**config.mk**
```make
export PLATFORM = sky130hd
export DESIGN_NAME = apb_sram_arbiter_flat
export DESIGN_NICKNAME = d
export VERILOG_FILES = /design/src/rtl/apb_sram_arbiter_if.sv /design/src/rtl/apb_sram_arbiter.sv /design/src/flat_wrapper.sv
export SDC_FILE = /design/constraint.sdc
export NUM_CORES = 1
export LEC_CHECK = 0
export ABC_AREA = 1
export BUFFER_PORTS_ARGS = -buffer_cell sky130_fd_sc_hd__buf_2
export CORE_MARGIN = 1.5
export CORE_UTILIZATION = 35
export CTS_CLUSTER_DIAMETER = 30
export DETAILED_ROUTE_END_ITERATION = 8
export PLACE_DENSITY = 0.75
export SYNTH_ARGS = -nofsm -noshare
export SYNTH_HDL_FRONTEND = slang
export SYNTH_SLANG_ARGS = --single-unit
```
**constraint.sdc**
```tcl
create_clock -name clk -period 1.7 [get_ports clk]
set_input_delay 0.085 -clock clk [delete_from_list [all_inputs] [get_ports clk]]
set_output_delay 0.085 -clock clk [all_outputs]
set_load 0.005 [all_outputs]
```
**src/rtl/apb_sram_arbiter_if.sv**
```systemverilog
// Requester command/response channels, APB master bus and the watchdog pulse.
// The master modport is the arbiter's view; slave is the environment (requesters + APB slave).
interface apb_sram_arbiter_if #(
  parameter int unsigned ADDR_WIDTH = 32,
  parameter int unsigned DATA_WIDTH = 32
);
  logic                  req0_valid;
  logic                  req0_write;
  logic [ADDR_WIDTH-1:0] req0_addr;
  logic [DATA_WIDTH-1:0] req0_wdata;
  logic                  req0_ready;
  logic                  rsp0_valid;
  logic [DATA_WIDTH-1:0] rsp0_rdata;
  logic                  rsp0_err;

  logic                  req1_valid;
  logic                  req1_write;
  logic [ADDR_WIDTH-1:0] req1_addr;
  logic [DATA_WIDTH-1:0] req1_wdata;
  logic                  req1_ready;
  logic                  rsp1_valid;
  logic [DATA_WIDTH-1:0] rsp1_rdata;
  logic                  rsp1_err;

  logic                  psel;
  logic                  penable;
  logic                  pwrite;
  logic [ADDR_WIDTH-1:0] paddr;
  logic [DATA_WIDTH-1:0] pwdata;
  logic [DATA_WIDTH-1:0] prdata;
  logic                  pready;
  logic                  pslverr;
  logic                  timeout_evt;

  modport master (
    input  req0_valid, req0_write, req0_addr, req0_wdata,
    input  req1_valid, req1_write, req1_addr, req1_wdata,
    output req0_ready, rsp0_valid, rsp0_rdata, rsp0_err,
    output req1_ready, rsp1_valid, rsp1_rdata, rsp1_err,
    output psel, penable, pwrite, paddr, pwdata,
    input  prdata, pready, pslverr,
    output timeout_evt
  );

  modport slave (
    output req0_valid, req0_write, req0_addr, req0_wdata,
    output req1_valid, req1_write, req1_addr, req1_wdata,
    input  req0_ready, rsp0_valid, rsp0_rdata, rsp0_err,
    input  req1_ready, rsp1_valid, rsp1_rdata, rsp1_err,
    input  psel, penable, pwrite, paddr, pwdata,
    output prdata, pready, pslverr,
    input  timeout_evt
  );
endinterface

```
**src/rtl/apb_sram_arbiter.sv**
```systemverilog
// Two-port round-robin arbiter feeding a single-outstanding APB master sequencer,
// with a watchdog that aborts ACCESS phases whose pready never arrives.
module apb_sram_arbiter #(
  parameter int unsigned ADDR_WIDTH = 32,
  parameter int unsigned DATA_WIDTH = 32,
  parameter int unsigned TIMEOUT    = 16
) (
  input logic                clk,
  input logic                rst,
  apb_sram_arbiter_if.master bus
);
  localparam int unsigned CW = $clog2(TIMEOUT + 1);

  typedef enum logic [1:0] {IDLE, SETUP, ACCESS} state_t;

  state_t                state_q, state_d;
  logic                  pref_q, pref_d;
  logic                  owner_q, owner_d;
  logic                  write_q, write_d;
  logic [ADDR_WIDTH-1:0] addr_q, addr_d;
  logic [DATA_WIDTH-1:0] wdata_q, wdata_d;
  logic [CW-1:0]         cnt_q, cnt_d;
  logic                  rsp0_q, rsp0_d;
  logic                  rsp1_q, rsp1_d;
  logic                  err_q, err_d;
  logic                  tevt_q, tevt_d;
  logic [DATA_WIDTH-1:0] rdata_q, rdata_d;

  logic grant_vld;
  logic grant_port;
  logic ready0;
  logic ready1;
  logic sel;

  // pref_q names the port that wins a tie; it flips to the loser on every grant
  always_comb begin
    grant_vld = bus.req0_valid | bus.req1_valid;
    if (bus.req0_valid && bus.req1_valid) begin
      grant_port = pref_q;
    end else begin
      grant_port = bus.req1_valid;
    end
  end

  always_comb begin
    state_d = state_q;
    pref_d  = pref_q;
    owner_d = owner_q;
    write_d = write_q;
    addr_d  = addr_q;
    wdata_d = wdata_q;
    cnt_d   = cnt_q;
    rsp0_d  = 1'b0;
    rsp1_d  = 1'b0;
    err_d   = 1'b0;
    tevt_d  = 1'b0;
    rdata_d = '0;
    ready0  = 1'b0;
    ready1  = 1'b0;
    unique case (state_q)
      IDLE: begin
        if (grant_vld) begin
          ready0  = ~grant_port;
          ready1  = grant_port;
          owner_d = grant_port;
          pref_d  = ~grant_port;
          write_d = grant_port ? bus.req1_write : bus.req0_write;
          addr_d  = grant_port ? bus.req1_addr : bus.req0_addr;
          wdata_d = '0;
          if (write_d) begin
            wdata_d = grant_port ? bus.req1_wdata : bus.req0_wdata;
          end
          state_d = SETUP;
        end
      end
      SETUP: begin
        cnt_d   = CW'(1);
        state_d = ACCESS;
      end
      ACCESS: begin
        if (bus.pready) begin
          state_d = IDLE;
          rsp0_d  = ~owner_q;
          rsp1_d  = owner_q;
          err_d   = bus.pslverr;
          if (!write_q && !bus.pslverr) begin
            rdata_d = bus.prdata;
          end
        end else if (cnt_q == CW'(TIMEOUT)) begin
          state_d = IDLE;
          rsp0_d  = ~owner_q;
          rsp1_d  = owner_q;
          err_d   = 1'b1;
          tevt_d  = 1'b1;
        end else begin
          cnt_d = cnt_q + 1'b1;
        end
      end
      default: state_d = IDLE;
    endcase
    // reset wins over the combinational accept so no command is consumed while held
    if (rst) begin
      ready0 = 1'b0;
      ready1 = 1'b0;
    end
  end

  always_ff @(posedge clk) begin
    if (rst) begin
      state_q <= IDLE;
      pref_q  <= 1'b0;
      owner_q <= 1'b0;
      write_q <= 1'b0;
      addr_q  <= '0;
      wdata_q <= '0;
      cnt_q   <= '0;
      rsp0_q  <= 1'b0;
      rsp1_q  <= 1'b0;
      err_q   <= 1'b0;
      tevt_q  <= 1'b0;
      rdata_q <= '0;
    end else begin
      state_q <= state_d;
      pref_q  <= pref_d;
      owner_q <= owner_d;
      write_q <= write_d;
      addr_q  <= addr_d;
      wdata_q <= wdata_d;
      cnt_q   <= cnt_d;
      rsp0_q  <= rsp0_d;
      rsp1_q  <= rsp1_d;
      err_q   <= err_d;
      tevt_q  <= tevt_d;
      rdata_q <= rdata_d;
    end
  end

  assign sel             = (state_q != IDLE);
  assign bus.psel        = sel;
  assign bus.penable     = (state_q == ACCESS);
  assign bus.pwrite      = sel & write_q;
  assign bus.paddr       = sel ? addr_q : '0;
  assign bus.pwdata      = sel ? wdata_q : '0;
  assign bus.req0_ready  = ready0;
  assign bus.req1_ready  = ready1;
  assign bus.rsp0_valid  = rsp0_q;
  assign bus.rsp1_valid  = rsp1_q;
  assign bus.rsp0_err    = rsp0_q & err_q;
  assign bus.rsp1_err    = rsp1_q & err_q;
  assign bus.rsp0_rdata  = rsp0_q ? rdata_q : '0;
  assign bus.rsp1_rdata  = rsp1_q ? rdata_q : '0;
  assign bus.timeout_evt = tevt_q;
endmodule

```
**src/flat_wrapper.sv**
```systemverilog
// flat-port wrapper written by rule: the top's interface ports become plain ports
module apb_sram_arbiter_flat 
#(
  parameter int unsigned ADDR_WIDTH = 32,
  parameter int unsigned DATA_WIDTH = 32,
  parameter int unsigned TIMEOUT    = 16
)
  (clk, rst, bus_req0_valid, bus_req0_write, bus_req0_addr, bus_req0_wdata, bus_req1_valid, bus_req1_write, bus_req1_addr, bus_req1_wdata, bus_req0_ready, bus_rsp0_valid, bus_rsp0_rdata, bus_rsp0_err, bus_req1_ready, bus_rsp1_valid, bus_rsp1_rdata, bus_rsp1_err, bus_psel, bus_penable, bus_pwrite, bus_paddr, bus_pwdata, bus_prdata, bus_pready, bus_pslverr, bus_timeout_evt);
  apb_sram_arbiter_if #(.ADDR_WIDTH(ADDR_WIDTH), .DATA_WIDTH(DATA_WIDTH)) bus_i ();
  input logic clk;
  input logic rst;
  input wire logic [$bits(bus_i.req0_valid)-1:0] bus_req0_valid;
  input wire logic [$bits(bus_i.req0_write)-1:0] bus_req0_write;
  input wire logic [$bits(bus_i.req0_addr)-1:0] bus_req0_addr;
  input wire logic [$bits(bus_i.req0_wdata)-1:0] bus_req0_wdata;
  input wire logic [$bits(bus_i.req1_valid)-1:0] bus_req1_valid;
  input wire logic [$bits(bus_i.req1_write)-1:0] bus_req1_write;
  input wire logic [$bits(bus_i.req1_addr)-1:0] bus_req1_addr;
  input wire logic [$bits(bus_i.req1_wdata)-1:0] bus_req1_wdata;
  output wire logic [$bits(bus_i.req0_ready)-1:0] bus_req0_ready;
  output wire logic [$bits(bus_i.rsp0_valid)-1:0] bus_rsp0_valid;
  output wire logic [$bits(bus_i.rsp0_rdata)-1:0] bus_rsp0_rdata;
  output wire logic [$bits(bus_i.rsp0_err)-1:0] bus_rsp0_err;
  output wire logic [$bits(bus_i.req1_ready)-1:0] bus_req1_ready;
  output wire logic [$bits(bus_i.rsp1_valid)-1:0] bus_rsp1_valid;
  output wire logic [$bits(bus_i.rsp1_rdata)-1:0] bus_rsp1_rdata;
  output wire logic [$bits(bus_i.rsp1_err)-1:0] bus_rsp1_err;
  output wire logic [$bits(bus_i.psel)-1:0] bus_psel;
  output wire logic [$bits(bus_i.penable)-1:0] bus_penable;
  output wire logic [$bits(bus_i.pwrite)-1:0] bus_pwrite;
  output wire logic [$bits(bus_i.paddr)-1:0] bus_paddr;
  output wire logic [$bits(bus_i.pwdata)-1:0] bus_pwdata;
  input wire logic [$bits(bus_i.prdata)-1:0] bus_prdata;
  input wire logic [$bits(bus_i.pready)-1:0] bus_pready;
  input wire logic [$bits(bus_i.pslverr)-1:0] bus_pslverr;
  output wire logic [$bits(bus_i.timeout_evt)-1:0] bus_timeout_evt;
  assign bus_i.req0_valid = bus_req0_valid;
  assign bus_i.req0_write = bus_req0_write;
  assign bus_i.req0_addr = bus_req0_addr;
  assign bus_i.req0_wdata = bus_req0_wdata;
  assign bus_i.req1_valid = bus_req1_valid;
  assign bus_i.req1_write = bus_req1_write;
  assign bus_i.req1_addr = bus_req1_addr;
  assign bus_i.req1_wdata = bus_req1_wdata;
  assign bus_req0_ready = bus_i.req0_ready;
  assign bus_rsp0_valid = bus_i.rsp0_valid;
  assign bus_rsp0_rdata = bus_i.rsp0_rdata;
  assign bus_rsp0_err = bus_i.rsp0_err;
  assign bus_req1_ready = bus_i.req1_ready;
  assign bus_rsp1_valid = bus_i.rsp1_valid;
  assign bus_rsp1_rdata = bus_i.rsp1_rdata;
  assign bus_rsp1_err = bus_i.rsp1_err;
  assign bus_psel = bus_i.psel;
  assign bus_penable = bus_i.penable;
  assign bus_pwrite = bus_i.pwrite;
  assign bus_paddr = bus_i.paddr;
  assign bus_pwdata = bus_i.pwdata;
  assign bus_i.prdata = bus_prdata;
  assign bus_i.pready = bus_pready;
  assign bus_i.pslverr = bus_pslverr;
  assign bus_timeout_evt = bus_i.timeout_evt;
  apb_sram_arbiter #(.ADDR_WIDTH(ADDR_WIDTH), .DATA_WIDTH(DATA_WIDTH), .TIMEOUT(TIMEOUT)) u_core (.clk(clk), .rst(rst), .bus(bus_i));
endmodule
```
# Yosys cells after proc, flatten, opt, wreduce, memory -nomap -nowiden
# Index checks and enable logic that the tools add are counted.
totals:
  regBits: 110
  inputBits: 168
  output_inout_bits: 138
  word_cells: 70
op_classes:
  add_sub_neg: 1
  eq_ne: 7
  muxes: 28
  n_bitwise: 9
  reduce_logical: 13
op_table:
  columns: ["cell", "n"]
  rows:
  - ["$mux 32", 7]
  - ["$mux 1", 14]
  - ["$mux 5", 2]
  - ["$pmux 5 s2", 1]
  - ["$mux 2", 3]
  - ["$pmux 2 s3", 1]
  - ["$add 5x1->5 const B", 1]
  - ["$eq 5x5->1 const B", 1]
  - ["$not 1->1", 5]
  - ["$ne 2x2->1 const B", 2]
  - ["$reduce_and 2->1", 2]
  - ["$reduce_bool 2->1", 2]
  - ["$reduce_or 4->1", 1]
  - ["$and 1x1->1", 3]
  - ["$ne 3x1->1 const B", 1]
  - ["$reduce_and 3->1", 1]
  - ["$reduce_or 3->1", 1]
  - ["$eq 2x1->1 const B", 1]
  - ["$eq 2x2->1 const B", 1]
  - ["$logic_and 1x1->1", 2]
  - ["$logic_not 1->1", 2]
  - ["$logic_not 2->1", 1]
  - ["$ne 2x1->1 const B", 1]
  - ["$reduce_or 2->1", 1]
  - ["$or 1x1->1", 1]

# Depth between registers and ports, before layout
logic_depth:
  word_depth: 6
  ltp_mapped: 8
  ltp_nobuf: 8

# Worst setup path after synthesis
# OpenSTA, ideal clock, no wires.
synth_timing:
  path_type: "reg2reg"
  startpoint: "reg u_core.cnt_q[0]"
  endpoint: "reg u_core.cnt_q[0]"
  setup_ns: 0.120
  arrival_ns: 1.086
  required_time_ns: 1.580
  path_slack_ns: 0.494
  stages_incl_launch_ff: 9
  path_buffers: 0
  synth_period_minus_slack_ns: 1.206
  cell_sequence: "dfxtp_1 inv_1 ha_1 nand3_1 nand2_1 nand2_1 nor2_1 nand2_1 nand2_1"
synth_via:
  elab_chain_cells: 4
  word_cells_on_any_way: 7
  cone_classes: "add/sub: 1; eq/ne: 2; mux: 3; reduce/logical: 1"
synth_lines:
  columns: ["item", "line", "text"]
  rows:
  - ["start: declaration", "apb_sram_arbiter.sv:22", "logic [CW-1:0] cnt_q, cnt_d;"]
  - ["start signal: assignment", "apb_sram_arbiter.sv:129", "cnt_q <= cnt_d;"]
  - ["$add 5x1->5", "apb_sram_arbiter.sv:96", "cnt_d = cnt_q + 1'b1;"]
  - ["$mux 5", "apb_sram_arbiter.sv:89", "end else if (cnt_q == CW'(TIMEOUT)) begin"]
  - ["$mux 5", "apb_sram_arbiter.sv:81", "if (bus.pready) begin"]
  - ["$pmux 5 s2", "apb_sram_arbiter.sv:60", "unique case (state_q)"]
# Parallel ways exist; a longest one is shown, timed or not. The select of a mux whose other input is x is not followed.
# A chain may end at the register's enable or synchronous reset.

# Worst setup path after layout
layout_timing:
  startpoint: "reg u_core.cnt_q[0]"
  endpoint: "reg u_core.err_q"
layout_via:
  elab_chain_cells: 3
layout_lines:
  columns: ["item", "line", "text"]
  rows:
  - ["$eq 5x5->1", "apb_sram_arbiter.sv:89", null]
  - ["$mux 1", "apb_sram_arbiter.sv:89", null]
  - ["$mux 1", "apb_sram_arbiter.sv:81", null]
  - ["end signal: assignment", "apb_sram_arbiter.sv:132", "err_q <= err_d;"]
  - ["end: declaration", "apb_sram_arbiter.sv:25", "logic err_q, err_d;"]
# No other way between the ends.

==> metrics.md <==
| Metric | Value |
|---|---|
| I/O Pins | `a little over 300` |
| Startpoint Class | `flop` |
| Tightest Hold Check Type | `primary input to flop` |
| Reg2reg end | `u_core.err_q` |
| Post-DP HPWL | `12800 µm` |
| Worst Setup Slack, final | `0.110 ns` |
| Post-synthesis area per instance | `just over 6 µm²` |
| Post-DRT Antenna Nets | `0` |
| Die Wd | `131 µm` |
| Hold Vio Cnt, Final | `0` |
| Total Power | `between 6000 and 7000 µW` |
| Routed vias/inst | `about 4.5` |
| Clk pin slew, worst setup/hold paths | `0.08 ns` |
| CP Max Fanout | `4` |
| Max Clock Freq | `between 0.6 and 0.7 GHz` |
| Synth-to-Final Area Change | `41.8%` |
| Final Max Slew Viols | `0` |
| Ys flop type | `dfxtp_1` |
| Power per cell area | `a little under 800 mW/mm²` |
| Syn Std Cell Area | `roughly 0.0057 mm²` |
| Router iterations before antenna repair | `7` |
| Core area | `between 0.015 and 0.02 mm²` |
| Slew of the pin with the lowest slew margin | `0.345 ns` |
| Pin count of the biggest net entering global routing | `67` |
| First-pass GRT wire length | `27000 µm` |
| Antenna Cells | `0` |
| VDD IR-drop max | `around 480 µV` |
| Post-synth EDFFs | `0` |
| CP Capture Type | `flop` |
| Worst endpoint required time | `1.94 ns` |
| Async set or reset register ratio after synthesis | `0%` |
| Initial antenna violation count | `1` |
| Synthesis Warnings | `0` |
| GRT Util Overall | `approximately a fifth` |
| Fraction of layout cells with a size suffix above 1 | `between 20 and 30%` |
| Worst-case reg-to-reg path depth | `7` |
| Post-place setup slack | `between 0.2 and 0.3 ns` |
| CTS tree | `yes` |
| Port bufs | `just over 300` |
| Via count | `6575` |
| Sequential share of the synthesized area | `roughly two fifths` |
| Full die area | `roughly 0.017 mm²` |
| Wire per inst | `approximately 12 µm` |
| Nets | `1403` |
| Layout Skew | `roughly 0.011 ns` |
| Hold Crit Start | `bus_req1_addr[27]` |
| R2R Setup Slk | `around 0.11 ns` |
| Netlist cell types | `24` |
| Max-Slew Margin vs Limit | `approximately three quarters` |
| Vias in the first global route | `about 5600` |
| Hold endpoint | `u_core.addr_q[27]` |
| Setup CP Type | `flop to flop` |
| Gr ovfl total | `0` |
| P_leak | `0.00478 µW` |
| Die height | `about 130 µm` |
| #FFs+latches synth | `110` |
| CTS max path bufs | `2` |
| Initial Util | `a little over a third` |
| DRC Markers | `0` |
| Reg2reg start | `u_core.cnt_q[0]` |
| Max H-tree Level | `3` |
| Cells after Synth | `923` |
| Total CTS buffers | `9` |
| WL final | `18000 µm` |
| Hold Path Cell Cnt | `3` |
| Crit path time final | `about 1.6 ns` |
| Final setup fails | `0` |
| Period utilisation layout | `just over 90%` |
| Worst path arrival time | `between 1.5 and 2 ns` |
| Status | `complete, no violations` |
| GP Congestion | `about 0.81` |
| Skew-Pair Late Insertion Delay | `0.36 ns` |
| FP Rows | `46` |
| Syn nets | `1093` |
| Initial drt markers | `between 200 and 300` |
| CTS root buf | `clkbuf_16` |
| Clock sinks | `110` |
| Max-cap viol count | `0` |
==> worst max-delay path, cell delays in order (launching register included) <==
cell and delay [ns]:
dfxtp_2 0.36, inv_1 0.06, ha_1 0.19, nand3_1 0.12
nand2_1 0.08, nand2_2 0.07, a21oi_1 0.05, dlygate4sd3_1 0.55
==> layout make-up <==
class / instances / area (µm²)
Sequential cell: 110 / 2200
Fill cell: 1592 / 7800
Tap cell: 216 / 270
Multi-Input combinational cell: 544 / 2420
Inverter: 209 / 785
Clock buffer: 10 / 229
Timing Repair Buffer: 359 / 2110
Clock inverter: 6 / 65.1
==> per-stage QoR <==
stage | utilization (%) | TNS, ns | instance area (µm²) | hold slack (ns) | instances
6_report | 50.9 | 0 | 8090 | 0.0370 | 1454
4_1_cts | 50.5 | 0 | 8020 | 0.0198 | 1449
2_1_floorplan | - | 0 | 5700 | 0.164 | 923
3_3_place_gp | 46.5 | 0 | 7380 | 0.297 | 1399
5_1_grt | 50.9 | -0.0135 | 8090 | 0.0336 | 1454
3_5_place_dp | 46.5 | 0 | 7380 | 0.306 | 1399
==> where the power goes <==
part | total (µW) | internal, µW | switching [µW]
combinational | 1340 | 578 | 758
sequential | 2800 | 2720 | 74.7
clock | 2110 | 1040 | 1060
total | 6240 | 4340 | 1900
==> worst max path at each step <==
stage	from	to	slack [ns]	cells after the start
floorplan	u_core.cnt_q[0]	u_core.cnt_q[0]	0.49	8
finish	u_core.cnt_q[0]	u_core.err_q	0.11	7
detailed placement	u_core.state_q[1]	u_core.addr_q[29]	0.26	6
global placement	u_core.state_q[1]	u_core.addr_q[2]	0.27	6
global route	u_core.state_q[0]	bus_req0_ready	-0.01	6
CTS	u_core.state_q[1]	bus_req1_ready	0.001	5
==> sequential cells by signal, indices dropped and copies added, names as in the netlist <==
name	cells
u_core.pref_q	1
u_core.owner_q	1
u_core.write_q	1
u_core.bus.timeout_evt	1
u_core.bus.rsp1_valid	1
u_core.err_q	1
u_core.cnt_q	5
u_core.bus.rsp0_valid	1
u_core.state_q	2
u_core.wdata_q	32
u_core.rdata_q	32
u_core.addr_q	32
==> placed cells by master (no fill, tap or decap), types with 2 or more instances in the layout <==
cell	Yosys	routed
inv_2	2	2
nand3_1	70	70
a21oi_1	70	70
nor2_1	109	109
buf_4	14	14
o211ai_1	33	33
dfxtp_1	110	108
nor3_1	2	2
nand2_4	1	2
inv_6	0	2
buf_12	0	6
nand2_1	248	246
dfxtp_2	0	2
ha_1	2	2
dlygate4sd3_1	0	34
inv_8	0	2
inv_1	207	207
buf_2	16	304
nand2_2	2	3
clkbuf_16	0	10
==> kinds of logic after synthesis <==
group / after synthesis / synth area share (%)
AOI/OAI and AO/OA: 105 / 10.9
DFF: 110 / 38.6
buffers and inverters: 269 / 19.1
and+or+nand+nor: 436 / 30.8
xor gates and xnor gates: 1 / 0.154
adders and majority gates: 2 / 0.439
==> cell usage after synthesis (2+ instances only) <==
cell type / instances / area [µm²]
dfxtp_1: 110 / 2200
a21oi_1: 70 / 350
buf_1: 2 / 7.51
nor2_1: 109 / 409
o211ai_1: 33 / 248
clkbuf_1: 27 / 101
ha_1: 2 / 25.0
nand3_1: 70 / 350
inv_2: 2 / 7.51
nand2_2: 2 / 12.5
nor3_1: 2 / 10.0
nand2_1: 248 / 931
buf_2: 16 / 80.1
inv_1: 207 / 777
buf_4: 14 / 105
==> metal layers <==
| layer | vias to the layer above | share of wire [%] | GRT usage, % |
|---|---|---|---|
| li1 | 3353 | - | - |
| met1 | 2911 | 41 | 23.0 |
| met2 | 280 | 49 | 36.7 |
| met3 | 29 | 7.7 | 4.48 |
| met4 | 2 | 2.1 | 7.56 |
| met5 | - | 0.072 | 0 |
==> repair_timing <==
action,4_1_cts,5_1_grt
endpoints found under the setup margin,0,3
gates resized for setup,0,6
buffers inserted,0,4
endpoints found under the hold margin,34,0
hold buffers,34,0
No activity file was read; power rests on OpenSTA's default activity.
